### config.mk
export PLATFORM = sky130hd
export DESIGN_NAME = note_mixer
export DESIGN_NICKNAME = d
export VERILOG_FILES = /design/src/rtl/note_pkg.sv /design/src/rtl/note_mixer_div.sv /design/src/rtl/note_mixer.sv
export SDC_FILE = /design/constraint.sdc
export NUM_CORES = 1
export LEC_CHECK = 0
export CORE_AREA = 2 2 159 161
export CTS_CLUSTER_SIZE = 28
export DETAILED_ROUTE_END_ITERATION = 8
export DIE_AREA = 0 0 161 163
export GPL_ROUTABILITY_DRIVEN = 0
export PLACE_DENSITY = 0.64
export SYNTH_ARGS = -nofsm -noshare
export SYNTH_HDL_FRONTEND = slang
export SYNTH_SLANG_ARGS = --single-unit
export TNS_END_PERCENT = 5
### constraint.sdc
create_clock -name clk -period 8.4 [get_ports clk]
set_input_delay 1.26 -clock clk [delete_from_list [all_inputs] [get_ports clk]]
set_output_delay 1.26 -clock clk [all_outputs]
set_load 0.03 [all_outputs]
### src/rtl/note_pkg.sv
// note_pkg: shared definitions for the note mixer.
//   - default channel count and bus widths
//   - mixer FSM state encoding
//   - wave_sel encoding
package note_pkg;
  localparam int NOTES_DEF = 12;
  localparam int CNT_W_DEF = 16;
  localparam int AMP_W_DEF = 8;

  localparam logic WAVE_SQUARE = 1'b0;
  localparam logic WAVE_SAW    = 1'b1;

  typedef enum logic [1:0] {IDLE, ACCUM, DIV, OUT} mix_state_t;
endpackage

### src/rtl/note_mixer_div.sv
// note_mixer_div: sequential restoring divider, one quotient bit per cycle.
//   clk, n_rst : clock, async active-low reset
//   start      : 1-cycle pulse; operands are loaded and the first bit is
//                resolved on the same edge
//   dividend   : DVD_W-bit numerator
//   divisor    : DVS_W-bit denominator (must be non-zero)
//   quo        : quotient, stable from the cycle done is high
//   done       : 1-cycle pulse, first cycle in which quo is final
// start to done is DVD_W cycles.
module note_mixer_div #(
  parameter int DVD_W = 12,
  parameter int DVS_W = 4
) (
  input  logic             clk,
  input  logic             n_rst,
  input  logic             start,
  input  logic [DVD_W-1:0] dividend,
  input  logic [DVS_W-1:0] divisor,
  output logic [DVD_W-1:0] quo,
  output logic             done
);
  localparam int CW = $clog2(DVD_W);

  logic [DVS_W-1:0] rem;
  logic [DVS_W-1:0] dvs;
  logic [CW-1:0]    cnt;
  logic             run;

  // One restoring step: shift the next dividend bit into the remainder,
  // subtract when it fits. The remainder always stays below the divisor,
  // so DVS_W bits suffice after the subtract.
  function automatic logic [DVS_W+DVD_W-1:0] step(
    input logic [DVS_W-1:0] r,
    input logic [DVD_W-1:0] q,
    input logic [DVS_W-1:0] d
  );
    logic [DVS_W:0] trial;
    trial = {r, q[DVD_W-1]};
    if (trial >= {1'b0, d}) begin
      trial = trial - {1'b0, d};
      step  = {trial[DVS_W-1:0], q[DVD_W-2:0], 1'b1};
    end else begin
      step  = {trial[DVS_W-1:0], q[DVD_W-2:0], 1'b0};
    end
  endfunction

  always_ff @(posedge clk or negedge n_rst) begin
    if (!n_rst) begin
      rem  <= '0;
      quo  <= '0;
      dvs  <= '0;
      cnt  <= '0;
      run  <= 1'b0;
      done <= 1'b0;
    end else begin
      done <= 1'b0;
      if (start) begin
        {rem, quo} <= step('0, dividend, divisor);
        dvs        <= divisor;
        cnt        <= CW'(DVD_W - 1);
        run        <= 1'b1;
      end else if (run) begin
        {rem, quo} <= step(rem, quo, dvs);
        cnt        <= cnt - 1'b1;
        if (cnt == CW'(1)) begin
          run  <= 1'b0;
          done <= 1'b1;
        end
      end
    end
  end
endmodule

### src/rtl/note_mixer.sv
// note_mixer: turns per-note divider count/limit pairs into waveform levels,
// sums the levels of the pressed keys and divides by the number of pressed
// keys, producing one AMP_W-bit sample per sample_tick.
//   clk, n_rst   : clock, async active-low reset
//   cnt_bus      : NOTES x CNT_W divider counts, note i at [i*CNT_W +: CNT_W]
//   lim_bus      : NOTES x CNT_W divider limits, same packing
//   key_en       : per-note key pressed
//   wave_sel     : 0 square, 1 saw (saw only with NOTE_MIXER_SAW_EN)
//   sample_tick  : request a new sample (accepted only in IDLE)
//   sample       : mixed sample, held between updates
//   sample_valid : 1-cycle strobe when sample updates
//   busy         : tick accepted, sample not yet delivered
//   overrun      : sticky, a tick arrived while busy
// Build option: define NOTE_MIXER_SAW_EN to enable the saw waveform;
// otherwise wave_sel is ignored and every note is square.
// Timing: tick accepted in cycle T -> sample_valid in T+26 (T+14 when no
// key is pressed).
module note_mixer
  import note_pkg::*;
#(
  parameter int NOTES = NOTES_DEF,
  parameter int CNT_W = CNT_W_DEF,
  parameter int AMP_W = AMP_W_DEF
) (
  input  logic                   clk,
  input  logic                   n_rst,
  input  logic [NOTES*CNT_W-1:0] cnt_bus,
  input  logic [NOTES*CNT_W-1:0] lim_bus,
  input  logic [NOTES-1:0]       key_en,
  input  logic                   wave_sel,
  input  logic                   sample_tick,
  output logic [AMP_W-1:0]       sample,
  output logic                   sample_valid,
  output logic                   busy,
  output logic                   overrun
);
  localparam int SUM_W = AMP_W + 4;
  localparam int ACT_W = 4;
  localparam int IDX_W = $clog2(NOTES + 1);
  localparam int CLZ_W = $clog2(CNT_W + 1);
  localparam logic [IDX_W-1:0] LAST = IDX_W'(NOTES);

  mix_state_t state;
  logic [IDX_W-1:0] idx;
  logic [NOTES-1:0] keys_q;
  logic [SUM_W-1:0] sum;
  logic [ACT_W-1:0] act;
  logic [AMP_W-1:0] lvl_q;
  logic             hit_q;
  logic             wave_eff;

  logic [NOTES-1:0][CNT_W-1:0] cnt_arr, lim_arr;
  assign cnt_arr = cnt_bus;
  assign lim_arr = lim_bus;

`ifdef NOTE_MIXER_SAW_EN
  logic wave_q;
  always_ff @(posedge clk or negedge n_rst) begin
    if (!n_rst)                           wave_q <= WAVE_SQUARE;
    else if (state == IDLE && sample_tick) wave_q <= wave_sel;
  end
  assign wave_eff = wave_q;
`else
  logic wave_sel_unused;
  assign wave_sel_unused = wave_sel;
  assign wave_eff        = WAVE_SQUARE;
`endif

  function automatic logic [CLZ_W-1:0] clz_f(input logic [CNT_W-1:0] v);
    logic found;
    found = 1'b0;
    clz_f = CLZ_W'(CNT_W);
    for (int b = CNT_W - 1; b >= 0; b--) begin
      if (!found && v[b]) begin
        clz_f = CLZ_W'(CNT_W - 1 - b);
        found = 1'b1;
      end
    end
  endfunction

  // Square: high for the first half of the divider period (lim=0 -> high).
  // Saw: normalise the count so the limit's MSB lands on bit CNT_W-1, then
  // take the top AMP_W bits (lim=0 -> 0).
  function automatic logic [AMP_W-1:0] level_f(
    input logic [CNT_W-1:0] c,
    input logic [CNT_W-1:0] l,
    input logic             w
  );
    logic [CNT_W-1:0] shl;
    shl     = '0;
    level_f = '0;
    if (w == WAVE_SAW) begin
      if (l != '0) begin
        shl     = c << clz_f(l);
        level_f = shl[CNT_W-1 -: AMP_W];
      end
    end else if (l == '0 || c <= (l >> 1)) begin
      level_f = '1;
    end
  endfunction

  // The note level is registered in its own ACCUM cycle and added one cycle
  // later, so ACCUM takes NOTES+1 cycles; idx==LAST is the drain cycle.
  logic [IDX_W-1:0] sel;
  logic [AMP_W-1:0] lvl;
  logic [SUM_W-1:0] sum_nxt;
  logic [ACT_W-1:0] act_nxt;

  assign sel     = (idx < LAST) ? idx : '0;
  assign lvl     = level_f(cnt_arr[sel], lim_arr[sel], wave_eff);
  assign sum_nxt = sum + (hit_q ? SUM_W'(lvl_q) : '0);
  assign act_nxt = act + ACT_W'(hit_q);

  logic             div_start;
  logic [SUM_W-1:0] div_quo;
  logic             div_done;
  logic [SUM_W-AMP_W-1:0] quo_hi_unused;

  assign div_start     = (state == ACCUM) && (idx == LAST) && (act_nxt != '0);
  assign quo_hi_unused = div_quo[SUM_W-1:AMP_W];

  note_mixer_div #(.DVD_W(SUM_W), .DVS_W(ACT_W)) u_div (
    .clk      (clk),
    .n_rst    (n_rst),
    .start    (div_start),
    .dividend (sum_nxt),
    .divisor  (act_nxt),
    .quo      (div_quo),
    .done     (div_done)
  );

  always_ff @(posedge clk or negedge n_rst) begin
    if (!n_rst) begin
      state        <= IDLE;
      idx          <= '0;
      keys_q       <= '0;
      sum          <= '0;
      act          <= '0;
      lvl_q        <= '0;
      hit_q        <= 1'b0;
      sample       <= '0;
      sample_valid <= 1'b0;
      busy         <= 1'b0;
      overrun      <= 1'b0;
    end else begin
      sample_valid <= 1'b0;
      if (sample_tick && state != IDLE) overrun <= 1'b1;
      case (state)
        IDLE: if (sample_tick) begin
          keys_q <= key_en;
          sum    <= '0;
          act    <= '0;
          hit_q  <= 1'b0;
          idx    <= '0;
          busy   <= 1'b1;
          state  <= ACCUM;
        end
        ACCUM: begin
          lvl_q <= lvl;
          hit_q <= (idx < LAST) && keys_q[sel];
          sum   <= sum_nxt;
          act   <= act_nxt;
          idx   <= idx + 1'b1;
          if (idx == LAST) begin
            if (act_nxt == '0) begin
              sample       <= '0;
              sample_valid <= 1'b1;
              state        <= OUT;
            end else begin
              state <= DIV;
            end
          end
        end
        DIV: if (div_done) begin
          sample       <= div_quo[AMP_W-1:0];
          sample_valid <= 1'b1;
          state        <= OUT;
        end
        OUT: begin
          busy  <= 1'b0;
          state <= IDLE;
        end
        default: state <= IDLE;
      endcase
    end
  end
endmodule
==> metrics.md <==
| Metric | Value |
|---|---|
| Dpl ws | 3.81 ns |
| Nets | 1,753 |
| Hold EP | overrun$_DFFE_PN0P_ |
| Worst reg2reg setup slack | approximately 3.8 ns |
| Final wirelength | around 36,000 µm |
| Setup TNS | 0 ns |
| Area Overhead vs Synth | 57.4% |
| Worst-path clk slew | about 0.060 ns |
| Layout cell share with drive strength beyond 1 | 0.0725 |
| # setup viols final | 0 |
| Hold depth | 1 |
| IR drop worst, VDD | 189 µV |
| Clock Path Buffers | 2 |
| Worst Setup Path Type | flop to flop |
| Fin. max-slew vios | 0 |
| Crit path max-delay cell type | a21bo_4 |
| Max_cap viols | 0 |
| CTS tree | done |
| Final Skew | 0.00626 ns |
| First-pass GRT wire length | approximately 54,000 µm |
| IO Count | 411 |
| Final Util | 0.505 |
| Critical Path RT | around 8.7 ns |
| DIE AREA | 0.0262 mm² |
| CTS Sinks | 73 |
| Post-DP Area | 0.0121 mm² |
| Core Region | 0.0247 mm² |
| Row count | 58 |
| Least-Margin Pin Slew | between 1 and 1.5 ns |
| Simple-gate area share of the yosys netlist | 0.162 |
| 1st-iter DRT viols | 719 |
| PostCTS Resize Cnt | 0 |
| Critical path peak fanout | 71 |
| Setup ws final | between 3 and 4 ns |
| Htree depth | 3 |
| Largest net degree at the start of global routing | 74 |
| CP peak stage delay | 0.81 ns |
| Post-CTS setup buffers | 0 |
| Die Span Y | ~160 µm |
| Synthesized area | 0.00792 mm² |
| Final period util | 0.553 |
| R2R depth | 14 |
| Final instance area | 0.0125 mm² |
| Root buffer cell | clkbuf_16 |
| Overflow after GRT | 0 |
| Worst R2R End | lvl_q[6]$_DFFE_PN0P_ |
| Synth warnings | 0 |
| Post-DR vias/cell | 5.51 |
| Result of the run | finished clean |
| Port bufs | 409 |
| Post-route ant nets | 0 |
| CP endpoint kind | flop |
| DR WL/cell | roughly 22 µm |
| Initial antenna violation count | 2 |
| CP arrival | 4.90 ns |
| Leakage | 4.85 nW |
| Synthesized instance count | 974 |
| Main combinational cell family by area after synthesis | compound AO/OA/AOI/OAI gates |
| Crit-path most repeated cell | buf_4 |
| CP top delay family | compound AO/OA/AOI/OAI gates |
| Sequential area share after synthesis | 0.231 |
| Slew HR | 0.312 |
| Crit path cell chain | buf_4 > a21bo_4 > buf_4 > nand2_1 > a311oi_1 > nand3b_1 > inv_1 > ha_1 > a2111oi_0 > o21ai_0 > a21o_1 > o21bai_1 > a31oi_1 > o21ai_1 |
| Startpoint Class | flop |
| Post-synth ARST share | 1.00 |
| Mux cell area share after synthesis | 0.179 |
| First drt pass iteration count | 5 |
| Main synth FF type | dfrtp_1 |
| Skew-Pair Late Insertion Delay | 0.33 ns |
| CTS Hold Bufs | 0 |
| Post-detail-place hpwl | 28,500 µm |
| Final Instance Count excl. Fillers | 1,656 |
| Number of synthesized register bits | 73 |
| Worst Path Buf+Inv | 3 |
| Final min period | 4.65 ns |
| Worst hold start | overrun$_DFFE_PN0P_ |
| DRC violations left | 0 |
| Power per Cell Area | 279 mW/mm² |
| Min-delay worst type | flop to flop |
| Launching point of the worst reg2reg path | idx[2]$_DFFE_PN0P_ |
| Post-synthesis adder-cell area fraction | 0.0531 |
| Placed Instances | 1,639 |
| Vias in the first global route | 9,048 |
| Post-synth EDFFs | 0 |
| Post-synth net total | 1,407 |
| Vias | 9,120 |
| Compound-Gate Fraction of Synth Area | 0.284 |
| Final hold vios | 0 |
| CTS buffer count | 9 |
| Synth Area per Inst | 8.13 µm² |
| FMAX | ~220 MHz |
| Unrepaired setup endpoints after global routing | false |
| Unique cell type count in the Yosys netlist | 81 |
| Initial Utilization | 0.321 |
| Synth Area in XOR/XNOR | 0.0231 |
| Die width | 161 µm |
| GRT Util Overall | 0.266 |
==> synth_stat cells (7+ instances only) <==
library cell	count	area share
o22ai_1	11	0.0087
and3_1	7	0.0055
a311oi_1	18	0.020
nand2_1	164	0.078
xnor2_1	15	0.017
a21oi_1	71	0.045
dfrtp_1	73	0.23
nand2b_1	8	0.0063
a221oi_1	33	0.037
a211oi_1	8	0.0076
o221ai_1	22	0.024
buf_4	8	0.0076
mux2i_1	77	0.097
inv_1	27	0.013
nor2b_1	11	0.0087
clkbuf_1	40	0.019
mux4_2	14	0.040
a31oi_1	18	0.014
mux2_2	26	0.037
ha_1	32	0.051
buf_2	34	0.021
nor2_1	30	0.014
a22o_1	11	0.012
o21ai_0	68	0.043
nor3_1	8	0.0051
nand3_1	22	0.014
nand4_1	7	0.0055
==> cells by family (layout without fill, tap and decap cells) <==
| group | Yosys count | in the layout |
|---|---|---|
| AO/OA/AOI/OAI | 327 | 327 |
| adder cells (fa/ha/maj) | 33 | 33 |
| XOR/XNOR | 20 | 20 |
| flip-flops | 73 | 73 |
| buffers and inverters | 117 | 468 |
| AND/OR/NAND/NOR | 284 | 284 |
| multiplexers | 120 | 120 |
| other | 0 | 1 |
==> registers in the layout, indices dropped and copies added (netlist names), 4 cells and up <==
register and count:
keys_q 12, u_div.quo 12, u_div.rem 4, sample 8
act 4, u_div.cnt 4, sum 12, u_div.dvs 4
idx 4
==> routing by layer <==
layer	global-route usage	part of all wire	routed length, µm
met1	0.350	0.42	15300
met2	0.452	0.48	17200
met3	0.0573	0.083	3010
met4	0.0540	0.018	640
met5	0	0.00030	11
==> cells in the final DEF (no fill, tap or decap), types with 7 or more instances in the layout <==
cell type	count
a221oi_1	33
nor2b_1	10
a211oi_1	8
nand3_1	22
o221ai_1	22
clkdlybuf4s50_1	408
inv_1	27
nor3_1	8
o21ai_0	67
and3_1	7
nand2_1	164
clkbuf_16	9
mux2_2	26
a22o_1	11
a21oi_1	71
nand2b_1	8
nand4_1	7
ha_1	32
o22ai_1	11
buf_4	14
nor2_1	30
a31oi_1	18
mux2i_1	77
a311oi_1	18
xnor2_1	15
dfrtp_1	69
mux4_2	14
==> where the power goes <==
part | total [mW] | leakage, nW | internal (mW) | switching [mW]
sequential | 0.536 | 0.964 | 0.444 | 0.0915
clock | 0.421 | 0.161 | 0.271 | 0.150
combinational | 2.52 | 3.72 | 1.04 | 1.48
total | 3.48 | 4.85 | 1.76 | 1.72
==> how the worst max path moves through the flow <==
stage / start / end / slack, ns / cells past startpoint
global route: idx[2]$_DFFE_PN0P_ / lvl_q[6]$_DFFE_PN0P_ / 3.39 / 13
floorplan: lim_bus[124] / lvl_q[6]$_DFFE_PN0P_ / 5.14 / 12
finish: idx[2]$_DFFE_PN0P_ / lvl_q[6]$_DFFE_PN0P_ / 3.75 / 14
detailed placement: idx[2]$_DFFE_PN0P_ / lvl_q[6]$_DFFE_PN0P_ / 3.81 / 14
CTS: idx[2]$_DFFE_PN0P_ / lvl_q[6]$_DFFE_PN0P_ / 3.81 / 14
global placement: idx[2]$_DFFE_PN0P_ / lvl_q[6]$_DFFE_PN0P_ / 3.92 / 14
==> per-stage QoR <==
step / hold WS [ns] / power (mW)
2_1_floorplan: 0.450 / 2.27
3_3_place_gp: 0.439 / 3.01
3_5_place_dp: 0.447 / 3.04
4_1_cts: 0.460 / 3.48
5_1_grt: 0.500 / 3.78
6_report: 0.457 / 3.48
==> worst register-to-register path, stage by stage, from the launching register on <==
cell and delay (ns):
dfrtp_2 0.34, buf_4 0.45, a21bo_4 0.85, buf_4 0.67, nand2_1 0.14, a311oi_1 0.54, nand3b_1 0.23, inv_1 0.07
ha_1 0.19, a2111oi_0 0.38, o21ai_0 0.15, a21o_1 0.18, o21bai_1 0.18, a31oi_1 0.11, o21ai_1 0.11
==> layout make-up <==
| class | instances | area [µm²] |
|---|---|---|
| clock inverter | 5 | 86.3 |
| timing repair buffer | 423 | 4190 |
| inverter | 29 | 109 |
| clock buffer | 11 | 243 |
| sequential | 73 | 1830 |
| fill | 2415 | 12200 |
| multi-input combinational | 784 | 5580 |
| antenna | 1 | 2.50 |
| tap | 330 | 413 |
Power figures use the tool's default switching activity.
